<file path="config.mk">
export PLATFORM = sky130hd
export DESIGN_NAME = alu_sequencer
export DESIGN_NICKNAME = d
export VERILOG_FILES = /design/src/rtl/alu_sequencer_pkg.sv /design/src/rtl/alu_sequencer_branch_unit.sv /design/src/rtl/alu_sequencer.sv
export SDC_FILE = /design/constraint.sdc
export NUM_CORES = 1
export LEC_CHECK = 0
export ABC_AREA = 1
export CAP_MARGIN = 20
export CORE_MARGIN = 5
export CORE_UTILIZATION = 40
export DETAILED_ROUTE_END_ITERATION = 6
export GPL_ROUTABILITY_DRIVEN = 1
export PLACE_DENSITY = 0.69
export SYNTH_ARGS = -nofsm -noshare
export SYNTH_HDL_FRONTEND = slang
export SYNTH_HIERARCHICAL = 1
export SYNTH_SLANG_ARGS = --single-unit
</file>
<file path="constraint.sdc">
create_clock -name CLK -period 1.78 [get_ports CLK]
set_input_delay 0.267 -clock CLK [delete_from_list [all_inputs] [get_ports CLK]]
set_output_delay 0.267 -clock CLK [all_outputs]
set_load 0.1 [all_outputs]
</file>
<file path="src/rtl/alu_sequencer_pkg.sv">
// alu_sequencer_pkg: shared definitions for the ALU sequencer.
// Holds the op_mne opcode encoding, the sequencer state enum, the halt
// operand constant and small decode/arithmetic helpers.
package alu_sequencer_pkg;

  // Opcode mnemonics, instr[8:5]
  typedef enum logic [3:0] {
    kADD = 4'h0,
    kSUB = 4'h1,
    kAND = 4'h2,
    kXOR = 4'h3,
    kSHL = 4'h4,
    kSHR = 4'h5,
    kNOT = 4'h6,
    kLDI = 4'h7,
    kLDR = 4'h8,
    kSTR = 4'h9,
    kMLD = 4'hA,
    kMST = 4'hB,
    kJMP = 4'hC,
    kBRZ = 4'hD,
    kBRN = 4'hE,
    kCLR = 4'hF
  } op_mne_t;

  // Sequencer control states
  typedef enum logic [2:0] {
    S_IDLE    = 3'd0,
    S_FETCH   = 3'd1,
    S_EXEC    = 3'd2,
    S_MEMWAIT = 3'd3,
    S_HALT    = 3'd4
  } seq_state_t;

  // kCLR with this operand stops the sequencer
  localparam logic [4:0]  HALT_OPERAND = 5'h1F;
  localparam logic [15:0] CNT_MAX      = 16'hFFFF;

  // Opcodes whose result lands in the accumulator and update C/Z/N
  function automatic logic writes_acc(input op_mne_t op);
    logic r;
    case (op)
      kADD, kSUB, kAND, kXOR, kSHL, kSHR, kNOT, kLDI, kLDR: r = 1'b1;
      default:                                              r = 1'b0;
    endcase
    return r;
  endfunction

  // Opcodes that feed the zero-extended operand to ALU in_a
  function automatic logic uses_imm(input op_mne_t op);
    logic r;
    case (op)
      kLDI, kSHL, kSHR: r = 1'b1;
      default:          r = 1'b0;
    endcase
    return r;
  endfunction

  // Saturating 16-bit increment
  function automatic logic [15:0] sat_inc16(input logic [15:0] v);
    return (v == CNT_MAX) ? v : v + 16'd1;
  endfunction

endpackage

</file>
<file path="src/rtl/alu_sequencer_branch_unit.sv">
// seq_branch_unit: combinational next-pc selection for the ALU sequencer.
// Relative targets use the sign-extended 5-bit operand; all pc arithmetic
// wraps modulo 256. A halting kCLR keeps the pc where it is.
module seq_branch_unit
  import alu_sequencer_pkg::*;
(
  input  logic [7:0] pc,
  input  logic [8:0] ir,
  input  logic       flag_z,
  input  logic       flag_n,
  output logic [7:0] next_pc
);

  op_mne_t    op_s;
  logic [7:0] offset_s;
  logic [7:0] target_s;
  logic [7:0] seq_pc_s;

  assign op_s     = op_mne_t'(ir[8:5]);
  assign offset_s = {{3{ir[4]}}, ir[4:0]};
  assign target_s = pc + offset_s;
  assign seq_pc_s = pc + 8'd1;

  // Pick the pc of the next instruction from opcode and flag registers
  always_comb begin
    next_pc = seq_pc_s;
    case (op_s)
      kJMP: next_pc = target_s;
      kBRZ: begin
        if (flag_z) next_pc = target_s;
        else        next_pc = seq_pc_s;
      end
      kBRN: begin
        if (flag_n) next_pc = target_s;
        else        next_pc = seq_pc_s;
      end
      kCLR: begin
        if (ir[4:0] == HALT_OPERAND) next_pc = pc;
        else                         next_pc = seq_pc_s;
      end
      default: next_pc = seq_pc_s;
    endcase
  end

endmodule

</file>
<file path="src/rtl/alu_sequencer.sv">
// alu_sequencer: fetch/execute controller driving an external ALU,
// register file and data memory.
// Optional feature: define SEQ_PERF_CNT_EN to add the cyc_cnt/ret_cnt
// performance counter outputs (saturating, cleared by reset and start).
module alu_sequencer
  import alu_sequencer_pkg::*;
(
  input  logic        CLK,
  input  logic        reset,
  input  logic        start,
  input  logic [8:0]  instr,
  output logic [7:0]  pc,
  output logic [3:0]  alu_op,
  output logic        alu_ci,
  input  logic        alu_co,
  input  logic        alu_z,
  input  logic        alu_neg,
  output logic [4:0]  rf_addr,
  output logic        sel_imm,
  output logic [7:0]  imm,
  output logic        acc_we,
  output logic        rf_we,
  output logic        mem_re,
  output logic        mem_we,
  input  logic        mem_ready,
  output logic        done
`ifdef SEQ_PERF_CNT_EN
  ,
  output logic [15:0] cyc_cnt,
  output logic [15:0] ret_cnt
`endif
);

  seq_state_t state_r;
  seq_state_t state_nxt_s;
  logic [7:0] pc_r;
  logic [8:0] ir_r;
  op_mne_t    alu_op_r;
  logic       flag_c_r;
  logic       flag_z_r;
  logic       flag_n_r;

  op_mne_t    op_s;
  logic [4:0] opnd_s;
  logic       mem_ld_s;
  logic       mem_st_s;
  logic       start_ok_s;
  logic       retire_s;
  logic [7:0] next_pc_s;

  assign op_s       = op_mne_t'(ir_r[8:5]);
  assign opnd_s     = ir_r[4:0];
  assign mem_ld_s   = (op_s == kMLD);
  assign mem_st_s   = (op_s == kMST);
  assign start_ok_s = start && ((state_r == S_IDLE) || (state_r == S_HALT));

  assign pc      = pc_r;
  assign alu_op  = alu_op_r;
  assign alu_ci  = flag_c_r;
  assign rf_addr = opnd_s;
  assign imm     = {3'b000, opnd_s};
  assign done    = (state_r == S_HALT);

  seq_branch_unit u_branch (
    .pc      (pc_r),
    .ir      (ir_r),
    .flag_z  (flag_z_r),
    .flag_n  (flag_n_r),
    .next_pc (next_pc_s)
  );

  // Next-state decode plus per-state enables and memory strobes
  always_comb begin
    state_nxt_s = state_r;
    acc_we      = 1'b0;
    rf_we       = 1'b0;
    sel_imm     = 1'b0;
    mem_re      = 1'b0;
    mem_we      = 1'b0;
    retire_s    = 1'b0;
    case (state_r)
      S_IDLE: begin
        if (start) state_nxt_s = S_FETCH;
        else       state_nxt_s = S_IDLE;
      end
      S_FETCH: begin
        state_nxt_s = S_EXEC;
      end
      S_EXEC: begin
        sel_imm = uses_imm(op_s);
        rf_we   = (op_s == kSTR);
        mem_re  = mem_ld_s;
        mem_we  = mem_st_s;
        if (mem_ld_s || mem_st_s) begin
          // A ready memory finishes the access without visiting MEMWAIT
          acc_we = mem_ld_s && mem_ready;
          if (mem_ready) begin
            state_nxt_s = S_FETCH;
            retire_s    = 1'b1;
          end else begin
            state_nxt_s = S_MEMWAIT;
          end
        end else begin
          acc_we   = writes_acc(op_s);
          retire_s = 1'b1;
          if ((op_s == kCLR) && (opnd_s == HALT_OPERAND)) state_nxt_s = S_HALT;
          else                                            state_nxt_s = S_FETCH;
        end
      end
      S_MEMWAIT: begin
        mem_re = mem_ld_s;
        mem_we = mem_st_s;
        acc_we = mem_ld_s && mem_ready;
        if (mem_ready) begin
          state_nxt_s = S_FETCH;
          retire_s    = 1'b1;
        end else begin
          state_nxt_s = S_MEMWAIT;
        end
      end
      S_HALT: begin
        if (start) state_nxt_s = S_FETCH;
        else       state_nxt_s = S_HALT;
      end
      default: begin
        state_nxt_s = S_IDLE;
      end
    endcase
  end

  // State, pc, instruction register and the one-cycle alu_op register
  always_ff @(posedge CLK) begin
    if (reset) begin
      state_r  <= S_IDLE;
      pc_r     <= 8'd0;
      ir_r     <= 9'd0;
      alu_op_r <= kCLR;
    end else begin
      state_r <= state_nxt_s;
      if (start_ok_s)    pc_r <= 8'd0;
      else if (retire_s) pc_r <= next_pc_s;
      else               pc_r <= pc_r;
      if (state_r == S_FETCH) ir_r <= instr;
      else                    ir_r <= ir_r;
      // alu_op carries the opcode only during EXEC, kCLR otherwise
      if (state_r == S_FETCH) alu_op_r <= op_mne_t'(instr[8:5]);
      else                    alu_op_r <= kCLR;
    end
  end

  // Carry/zero/negative flag registers
  always_ff @(posedge CLK) begin
    if (reset || start_ok_s) begin
      flag_c_r <= 1'b0;
      flag_z_r <= 1'b0;
      flag_n_r <= 1'b0;
    end else if ((state_r == S_EXEC) && writes_acc(op_s)) begin
      flag_c_r <= alu_co;
      flag_z_r <= alu_z;
      flag_n_r <= alu_neg;
    end else if ((state_r == S_EXEC) && (op_s == kCLR)) begin
      flag_c_r <= 1'b0;
      flag_z_r <= 1'b0;
      flag_n_r <= 1'b0;
    end else begin
      flag_c_r <= flag_c_r;
      flag_z_r <= flag_z_r;
      flag_n_r <= flag_n_r;
    end
  end

`ifdef SEQ_PERF_CNT_EN
  logic [15:0] cyc_cnt_r;
  logic [15:0] ret_cnt_r;

  assign cyc_cnt = cyc_cnt_r;
  assign ret_cnt = ret_cnt_r;

  // Active-cycle and retired-instruction counters, saturating
  always_ff @(posedge CLK) begin
    if (reset || start_ok_s) begin
      cyc_cnt_r <= 16'd0;
      ret_cnt_r <= 16'd0;
    end else begin
      if ((state_r == S_FETCH) || (state_r == S_EXEC) || (state_r == S_MEMWAIT))
        cyc_cnt_r <= sat_inc16(cyc_cnt_r);
      else
        cyc_cnt_r <= cyc_cnt_r;
      if (retire_s) ret_cnt_r <= sat_inc16(ret_cnt_r);
      else          ret_cnt_r <= ret_cnt_r;
    end
  end
`else
  // Counters not built: no extra state or ports in this configuration
`endif

endmodule
</file>
## Word level (Yosys, flattened, before mapping)

Memory sizes are Yosys's and may differ from the RTL's. A register that Yosys moved wholly into a read port is not among the register bits.
Cells that the tools add are included.

- Add/subtract/negate cells: 2
- Equality and inequality tests: 16
- Multiplexer cells: 29
- Bitwise gates (word level): 1
- Reduce and logical (&&, ||, !) cells: 15

Operator list:

| operator | number |
|---|---|
| 8-bit case mux with 4 select lines | 1 |
| 4-bit equality test, second input constant | 7 |
| 8-bit two-way mux | 3 |
| 4-bit two-way mux | 4 |
| 3-bit case mux with 5 select lines | 1 |
| 1-bit two-way mux | 14 |
| 4-bit by 3-bit equality test with 1-bit output, second input constant | 3 |
| 3-bit two-way mux | 3 |
| 8-bit by 1-bit adder with 8-bit output, second input constant | 1 |
| 8-bit adder | 1 |
| 3-bit by 2-bit equality test with 1-bit output, second input constant | 2 |
| 2-bit OR reduction | 3 |
| 5-bit equality test, second input constant | 1 |
| 1-bit logical AND | 5 |
| 1-bit case mux with 2 select lines | 2 |
| 3-bit by 1-bit equality test with 1-bit output, second input constant | 1 |
| 3-bit equality test, second input constant | 1 |
| 3-bit zero test | 1 |
| 1-bit logical OR | 3 |
| 3-bit OR reduction | 1 |
| 2-bit two-way mux | 1 |
| 2-bit != test, second input constant | 1 |
| 2-bit AND reduction | 1 |
| 2-bit nonzero test | 1 |
| 1-bit inverter | 1 |

- Register bits: 27
- Bits in read-only memories: 32
- Bits of input ports: 16
- Output and inout bits: 32
- Logic and storage cells: 72
- Memories: 2

Memory list:

| name | words | bits a word | read ports | clocked after memory_dff | wr ports | line | source |
|---|---|---|---|---|---|---|---|
| (no name shown) | 16 | 1 | 1 | 1 | 0 | alu_sequencer_pkg.sv:42 | `case (op)` |
| (no name shown) | 16 | 1 | 1 | 1 | 0 | alu_sequencer_pkg.sv:42 |  |

## Depth between registers and ports, before layout

Gate-level depths: netlist of run 1.

- Depth in word-level cells: 7
- Gate-level depth with buffers: 11
- Depth with buffers taken out: 11

## Cells and area by module

Netlist of run 1, hierarchy kept.

By module, submodules not included:

| module | times used | cells each | area each (um2) | sequential area each (um2) |
|---|---|---|---|---|
| alu_sequencer | 1 | 181 | 1331.3 | 560.5 |
| seq_branch_unit | 1 | 129 | 708.2 | 0.0 |

## Least setup slack after synthesis of run 1

Ideal clock, no wire load.

- Path kind: register to output
- From: register state_r[2]
- To: output sel_imm
- Arrival: 3.612 ns
- Data required time: 1.513 ns
- Slack: -2.099 ns
- Cell stages (with the launch flop): 6
- Path buffers: 0
- Cells stage by stage: dfxtp_1 -> inv_1 -> nand2_2 -> nor2_4 -> inv_1 -> nor4_1

- Longest elaborated chain between the ends: 2

RTL lines:

| item | line | source |
|---|---|---|
| start: declaration | alu_sequencer.sv:34 | `seq_state_t state_r;` |
| start signal: assignment | alu_sequencer.sv:139 | `state_r <= state_nxt_s;` |
| 3-bit by 2-bit equality test with 1-bit output | alu_sequencer.sv:81 | `case (state_r)` |
| 1-bit two-way mux | alu_sequencer.sv:81 |  |
| end: declaration | alu_sequencer.sv:19 | `output logic sel_imm,` |

No other way between the ends.

## Final worst setup path of run 1

- From: register state_r[2]
- To: output acc_we

- Longest elaborated chain between the ends: 2
- Elaborated cells on any way between the ends: 3
- Classes of those cells: 2 x eq/ne; 1 x mux

RTL lines:

| item | line | source |
|---|---|---|
| 3-bit by 2-bit equality test with 1-bit output | alu_sequencer.sv:81 |  |
| 1-bit case mux with 2 select lines * | alu_sequencer.sv:81 |  |
| end: declaration | alu_sequencer.sv:21 | `output logic acc_we,` |

Mark *: on every way between the ends. The rest lies on a longest branch, timed or not.

==> flow_metrics.env, run 1 <==
export IMPL_multi_input_area_um2=1310
export IMPL_finalWeightedCongestion=0.887
export IMPL_hp_class="reg -> reg"
export IMPL_worstPathMaxFanout=4
export IMPL_timing_final_crit_share_pct=99.0
export IMPL_start_kind="flip-flop"
export IMPL_synth_top_cell_area_share_pct=27.5
export IMPL_cap_viol_max_count=0
export IMPL_drtAntennaViolNets=0
export IMPL_required_ps=1510
export IMPL_whs_ps=500
export IMPL_avgSynthCellArea_um2=6.58
export IMPL_r2r_end="pc[4]"
export IMPL_drt_iter0_markers=150
export IMPL_outcome="completed"
export IMPL_ys_seq_area_share_pct=27.5
export IMPL_antenna_cells=0
export IMPL_htreeDepth=1
export IMPL_cpMostUsedCell="nand2_4"
export IMPL_clkSlewWorstSetupHoldPaths_ps=110
export IMPL_finalClockSkew_ps=6.61
export IMPL_endpoint="acc_we"
export IMPL_dp_hpwl_um=4160
export IMPL_start_util_pct=40.4
export IMPL_critical_path_slowest_cell="dfxtp_2"
export IMPL_synthCells=310
export IMPL_worstReg2RegStart="pc[0]"
export IMPL_antenna_found_initial=0
export IMPL_wire_per_inst_um=12.3
export IMPL_path_class="reg -> out"
export IMPL_dieArea_um2=6630
export IMPL_fmax_mhz=567
export IMPL_syn_area_um2=2040
export IMPL_clk_latency_ps=280
export IMPL_rsz0062_at_grt="true"
export IMPL_final_cell_mix="nand2_1, nand3_1, buf_4"
export IMPL_synthDistinctLibCells=36
export IMPL_io_pins=48
export IMPL_crit_start="state_r[2]"
export IMPL_final_cell_count_no_fill=442
export IMPL_post_route_drc_count=0
export IMPL_fin_setup_tns_ps=0
export IMPL_cts_buffers=3
export IMPL_overflow=0
export IMPL_clockBufferDepth=2
export IMPL_drtPass1Iterations=4
export IMPL_busiest_layer="met2"
export IMPL_cp_cell_sequence="inv_2 -> nand2_4 -> nor2_4 -> buf_6 -> buf_4 -> nand2_4 -> o22ai_4 -> buf_12"
export IMPL_num_rows=26
export IMPL_hold_viol_final=0
export IMPL_period_minus_slack_ps=1760
export IMPL_regArea_um2=596
export IMPL_synth_warnings=6
export IMPL_dp_cells=425
export IMPL_drive_gt1_share_pct=28.5
export IMPL_p_leak_nw=1.37
export IMPL_num_vias=2174
export IMPL_cts_sinks=28
export IMPL_coreArea_um2=5040
export IMPL_yosys_area_top_type="dfxtp_1"
export IMPL_grt_max_degree=17
export IMPL_r2r_slack_ps=90
export IMPL_worst_setup_path_end_kind="output pin"
export IMPL_worstRegToRegCells=9
export IMPL_fillers=453
export IMPL_grt_use_met1_pct=20.6
export IMPL_area_delta_synth_final_pct=51.3
export IMPL_die_h_um=81.4
export IMPL_p_per_area_nw_per_um2=573
export IMPL_nets=398
export IMPL_post_route_util_pct=61.2
export IMPL_grt_pass1_wl_um=9320
export IMPL_cts_tree="built"
export IMPL_portBuffers=44
export IMPL_grt_util_all_layers_pct=17.7
export IMPL_vias_per_cell=4.92
export IMPL_fp_dieW_um=81.4
export IMPL_setup_violations=0
export IMPL_first_global_vias=2134
export IMPL_routed_wl_um=5450
export IMPL_met2_usage_pct=32.3
export IMPL_synth_seq_cells=28
export IMPL_cp_arrival_ps=1500
export IMPL_slew_viol_final=0
export IMPL_clockRootBuffer="clkbuf_8"
export IMPL_use_met3_pct=2.66
export IMPL_max_stage_delay_ps=340
export IMPL_ys_top_cells_by_area="dfxtp_1, nand2_1, nand3_1"
export IMPL_peakVddDrop_mv=0.351
export IMPL_layout_commonest_cell="nand2_1"
## worst max-delay path, delay by kind of cell (launching register included)
family          cells  cell delay, ps
compound gates      1             150
buf+inv             4             480
flops               1             340
simple gates        3             240
## cells by family (layout without fill, tap and decap cells)
| kind of cell | Yosys count | in the layout | share of synthesized area, % |
|---|---|---|---|
| AOI/OAI and AO/OA | 36 | 36 | 10.2 |
| xor gates and xnor gates | 5 | 5 | 2.15 |
| adders and majority gates | 9 | 9 | 5.89 |
| buffers and inverters | 51 | 111 | 12.6 |
| DFF | 28 | 28 | 27.5 |
| other | 1 | 3 | 0.184 |
| and+or+nand+nor | 180 | 180 | 41.5 |
## synth_stat cells, drive strengths merged
| library cell | count |
|---|---|
| nand2 | 93 |
| nand3 | 37 |
| inv | 33 |
| nor2 | 32 |
| dfxtp | 28 |
| a21oi | 25 |
| buf | 16 |
| nand3b | 9 |
| ha | 8 |
| o21ai | 7 |
| nand4 | 4 |
| xor2 | 4 |
| o211ai | 3 |
| or2 | 3 |
| clkinv | 2 |
| conb | 1 |
| fa | 1 |
| nor3 | 1 |
| nor4 | 1 |
| o22ai | 1 |
| xnor2 | 1 |
## worst min path at each step
stage / start / end / cells past startpoint
after floorplan: instr[5] / alu_op[0] / 2
after global placement: flag_n_r / flag_n_r / 2
after detailed placement: flag_n_r / flag_n_r / 2
after CTS: flag_n_r / flag_n_r / 2
after global routing: flag_n_r / flag_n_r / 2
final: flag_n_r / flag_n_r / 2
## state kept, by name, summed over array words and instances, names as in the netlist, named ones only
signal / count
flag_z_r: 1
ir_r: 9
state_r: 3
alu_ci: 1
pc: 8
alu_op: 4
flag_n_r: 1
## layer usage
metal / share of wire (%) / wire [µm] / vias to the layer above
met2: 52 / 2840 / 58
met3: 4.5 / 245 / 12
met1: 41 / 2250 / 988
met4: 2.1 / 114 / 0
li1: - / - / 1116
met5: 0 / 0 / -
## area by class of cell
class | count | share of cell area [%]
clock buffers | 4 | 2.15
inverters | 35 | 4.30
multi-input cells | 233 | 42.4
flip-flops and latches | 28 | 19.3
well taps | 70 | 2.84
repair buffers | 72 | 29.0
## report_power, final
group          leakage [nW]  internal (mW)  switching (mW)
Combinational          1.10          0.225           0.393
Sequential            0.236          0.650          0.0412
Clock                0.0339          0.245           0.215
Total                  1.37           1.12           0.649
## metrics by stage
step	worst slack [ps]	power [mW]	instance area, µm²
5_1_grt	-45.3	1.85	3090
6_report	17.4	1.77	3090
4_1_cts	1.06	1.77	3030
3_5_place_dp	89.0	1.30	2890
2_1_floorplan	-327	1.11	2130
3_3_place_gp	130	1.29	2890
## timing repair
action	in CTS	in global routing
endpoints found under the setup margin	4	9
setup buffers	8	5
pin swaps	2	5
hold buffers	0	0
gates resized for setup	10	6
Note: power is estimated with default switching activity, not from simulation.
==> inputs of run 2 (changes only) <==
Settings changed: GPL_TIMING_DRIVEN from default to 1.
Clock period 1.78 ns to 1.6 ns, I/O delays scaled along.
==> run 2 against run 1 <==
Effect of this change: the run now ends with setup timing left; sequential share of layout area fell by 0.89 points; clock skew fell by 4.7 ps; hold slack got worse by 8.0 ps; count of clock-buffer cells in the layout did not move; flip-flop and latch count did not move; combinational power rose by 20%; sequential power rose by 12%; critical path depth fell by 3; highest routed layer unchanged; cell area rose by 8.6%; final cell count rose by 0.68%; core utilization rose by 5.2 points.
==> flow_metrics.env, run 2 (same netlist as run 1, synthesis figures left out) <==
export IMPL_worstHoldPathCells=2
export IMPL_switchingPower_mw=0.747
export IMPL_dp_hpwl_um=4330
export IMPL_drtAntennaViolNets=0
export IMPL_grt_pass1_wl_um=9430
export IMPL_portBuffers=44
export IMPL_clockBufferDepth=2
export IMPL_timing_final_crit_share_pct=104
export IMPL_io_pins=48
export IMPL_period_minus_slack_ps=1670
export IMPL_routed_wl_um=5940
export IMPL_grt_max_degree=17
export IMPL_coreArea_um2=5040
export IMPL_htreeDepth=1
export IMPL_whs_ps=492
export IMPL_layout_commonest_cell="nand2_1"
export IMPL_cts_tree="built"
export IMPL_largest_reg_flops=9
export IMPL_antenna_cells=0
export IMPL_cap_viol_max_count=0
export IMPL_wire_per_inst_um=13.3
export IMPL_place_area_um2=3070
export IMPL_fmax_mhz=599
export IMPL_slew_viol_final=0
export IMPL_worstPathMaxFanout=6
export IMPL_final_cell_mix="nand2_1, buf_4, buf_12"
export IMPL_num_rows=26
export IMPL_nets=401
export IMPL_swShare_pct=36.9
export IMPL_worstReg2RegStart="pc[0]"
export IMPL_required_ps=1360
export IMPL_first_global_vias=2130
export IMPL_r2r_end="pc[4]"
export IMPL_clockRootBuffer="clkbuf_8"
export IMPL_cp_arrival_ps=1430
export IMPL_cts_sinks=28
export IMPL_clk_latency_ps=280
export IMPL_fillers=411
export IMPL_path_class="reg -> out"
export IMPL_peakVddDrop_mv=0.468
export IMPL_combPwrFrac_pct=36.7
export IMPL_start_util_pct=40.4
export IMPL_finalWeightedCongestion=0.885
export IMPL_finalClockSkew_ps=1.91
export IMPL_overflow=0
export IMPL_hp_class="reg -> reg"
export IMPL_regArea_um2=617
export IMPL_setup_violations=2
export IMPL_start_kind="flip-flop"
export IMPL_final_cell_count_no_fill=445
export IMPL_rsz0062_at_grt="true"
export IMPL_clkSlewWorstSetupHoldPaths_ps=100
export IMPL_area_delta_synth_final_pct=64.2
export IMPL_worst_setup_path_end_kind="output pin"
export IMPL_p_int_mw=1.28
export IMPL_drtPass1Iterations=6
export IMPL_cts_buffers=3
export IMPL_design_area_um2=3350
export IMPL_hold_viol_final=0
export IMPL_num_vias=2193
export IMPL_crit_start="ir_r[6]"
export IMPL_dp_cells=430
export IMPL_p_per_area_nw_per_um2=605
export IMPL_multi_input_area_um2=1470
export IMPL_regMostFlops="ir_r"
export IMPL_vias_per_cell=4.93
export IMPL_pwr_share_clk_pct=25.1
export IMPL_hp_start="flag_n_r"
export IMPL_setup_slack_ps=-70.4
export IMPL_dieArea_um2=6630
export IMPL_p_leak_nw=1.42
export IMPL_drive_gt1_share_pct=37.3
export IMPL_die_h_um=81.4
export IMPL_post_route_drc_count=0
export IMPL_drt_iter0_markers=102
export IMPL_seqPwrFrac_pct=38.2
export IMPL_hold_buffers=0
export IMPL_r2r_slack_ps=-50
export IMPL_violations="setup timing"
export IMPL_grt_util_all_layers_pct=17.8
export IMPL_post_route_util_pct=66.4
export IMPL_worstRegToRegCells=9
export IMPL_outcome="finished, violations left"
export IMPL_endpoint="acc_we"
export IMPL_fp_dieW_um=81.4
export IMPL_antenna_found_initial=0
==> run 2: worst min-delay path by stage <==
stage,end,slack [ps]
after floorplan,alu_op[0],330
after global placement,flag_n_r,480
after detailed placement,flag_n_r,490
after CTS,flag_n_r,500
after global routing,ir_r[1],510
final,flag_n_r,490
==> run 2: layout make-up <==
cell class | instances | area share [%]
well taps | 70 | 2.61
multi-input cells | 233 | 43.9
clock buffers | 4 | 1.98
flip-flops and latches | 28 | 18.4
repair buffers | 75 | 29.0
inverters | 35 | 4.11
==> run 2: critical path, stage by stage, from the launching register on <==
cell,delay [ps]
dfxtp_4,400
inv_2,60
nor2_4,160
nand3_4,110
o22ai_4,210
buf_12,200
==> run 2: power groups by stage <==
stage / combinational [mW] / sequential (mW) / clock [mW]
6_report: 0.743 / 0.774 / 0.509
2_1_floorplan: 0.373 / 0.878 / 0
3_5_place_dp: 0.706 / 0.787 / 0
4_1_cts: 0.731 / 0.767 / 0.523
5_1_grt: 0.789 / 0.779 / 0.561
3_3_place_gp: 0.697 / 0.785 / 0
==> run 2: layer usage <==
metal | GRT usage (%) | up-vias | routed length, µm
li1 | - | 1121 | -
met3 | 2.11 | 11 | 222
met4 | 5.07 | 0 | 91
met1 | 21.8 | 1008 | 2580
met2 | 32.4 | 53 | 3050
met5 | 0 | - | 0
==> run 2: repair_timing <==
item,4_1_cts,5_1_grt
endpoints found under the setup margin,7,13
buffers inserted,9,3
pin swaps,12,20
resized for setup,12,33
==> run 2: through the flow <==
stage	power, mW	setup slack, ps	setup TNS (ps)
floorplan	1.25	-362	-1650
global placement	1.48	-7.68	-7.68
detailed placement	1.49	-42.9	-51.8
CTS	2.02	-145	-353
global route	2.13	-174	-794
finish	2.03	-70.4	-120
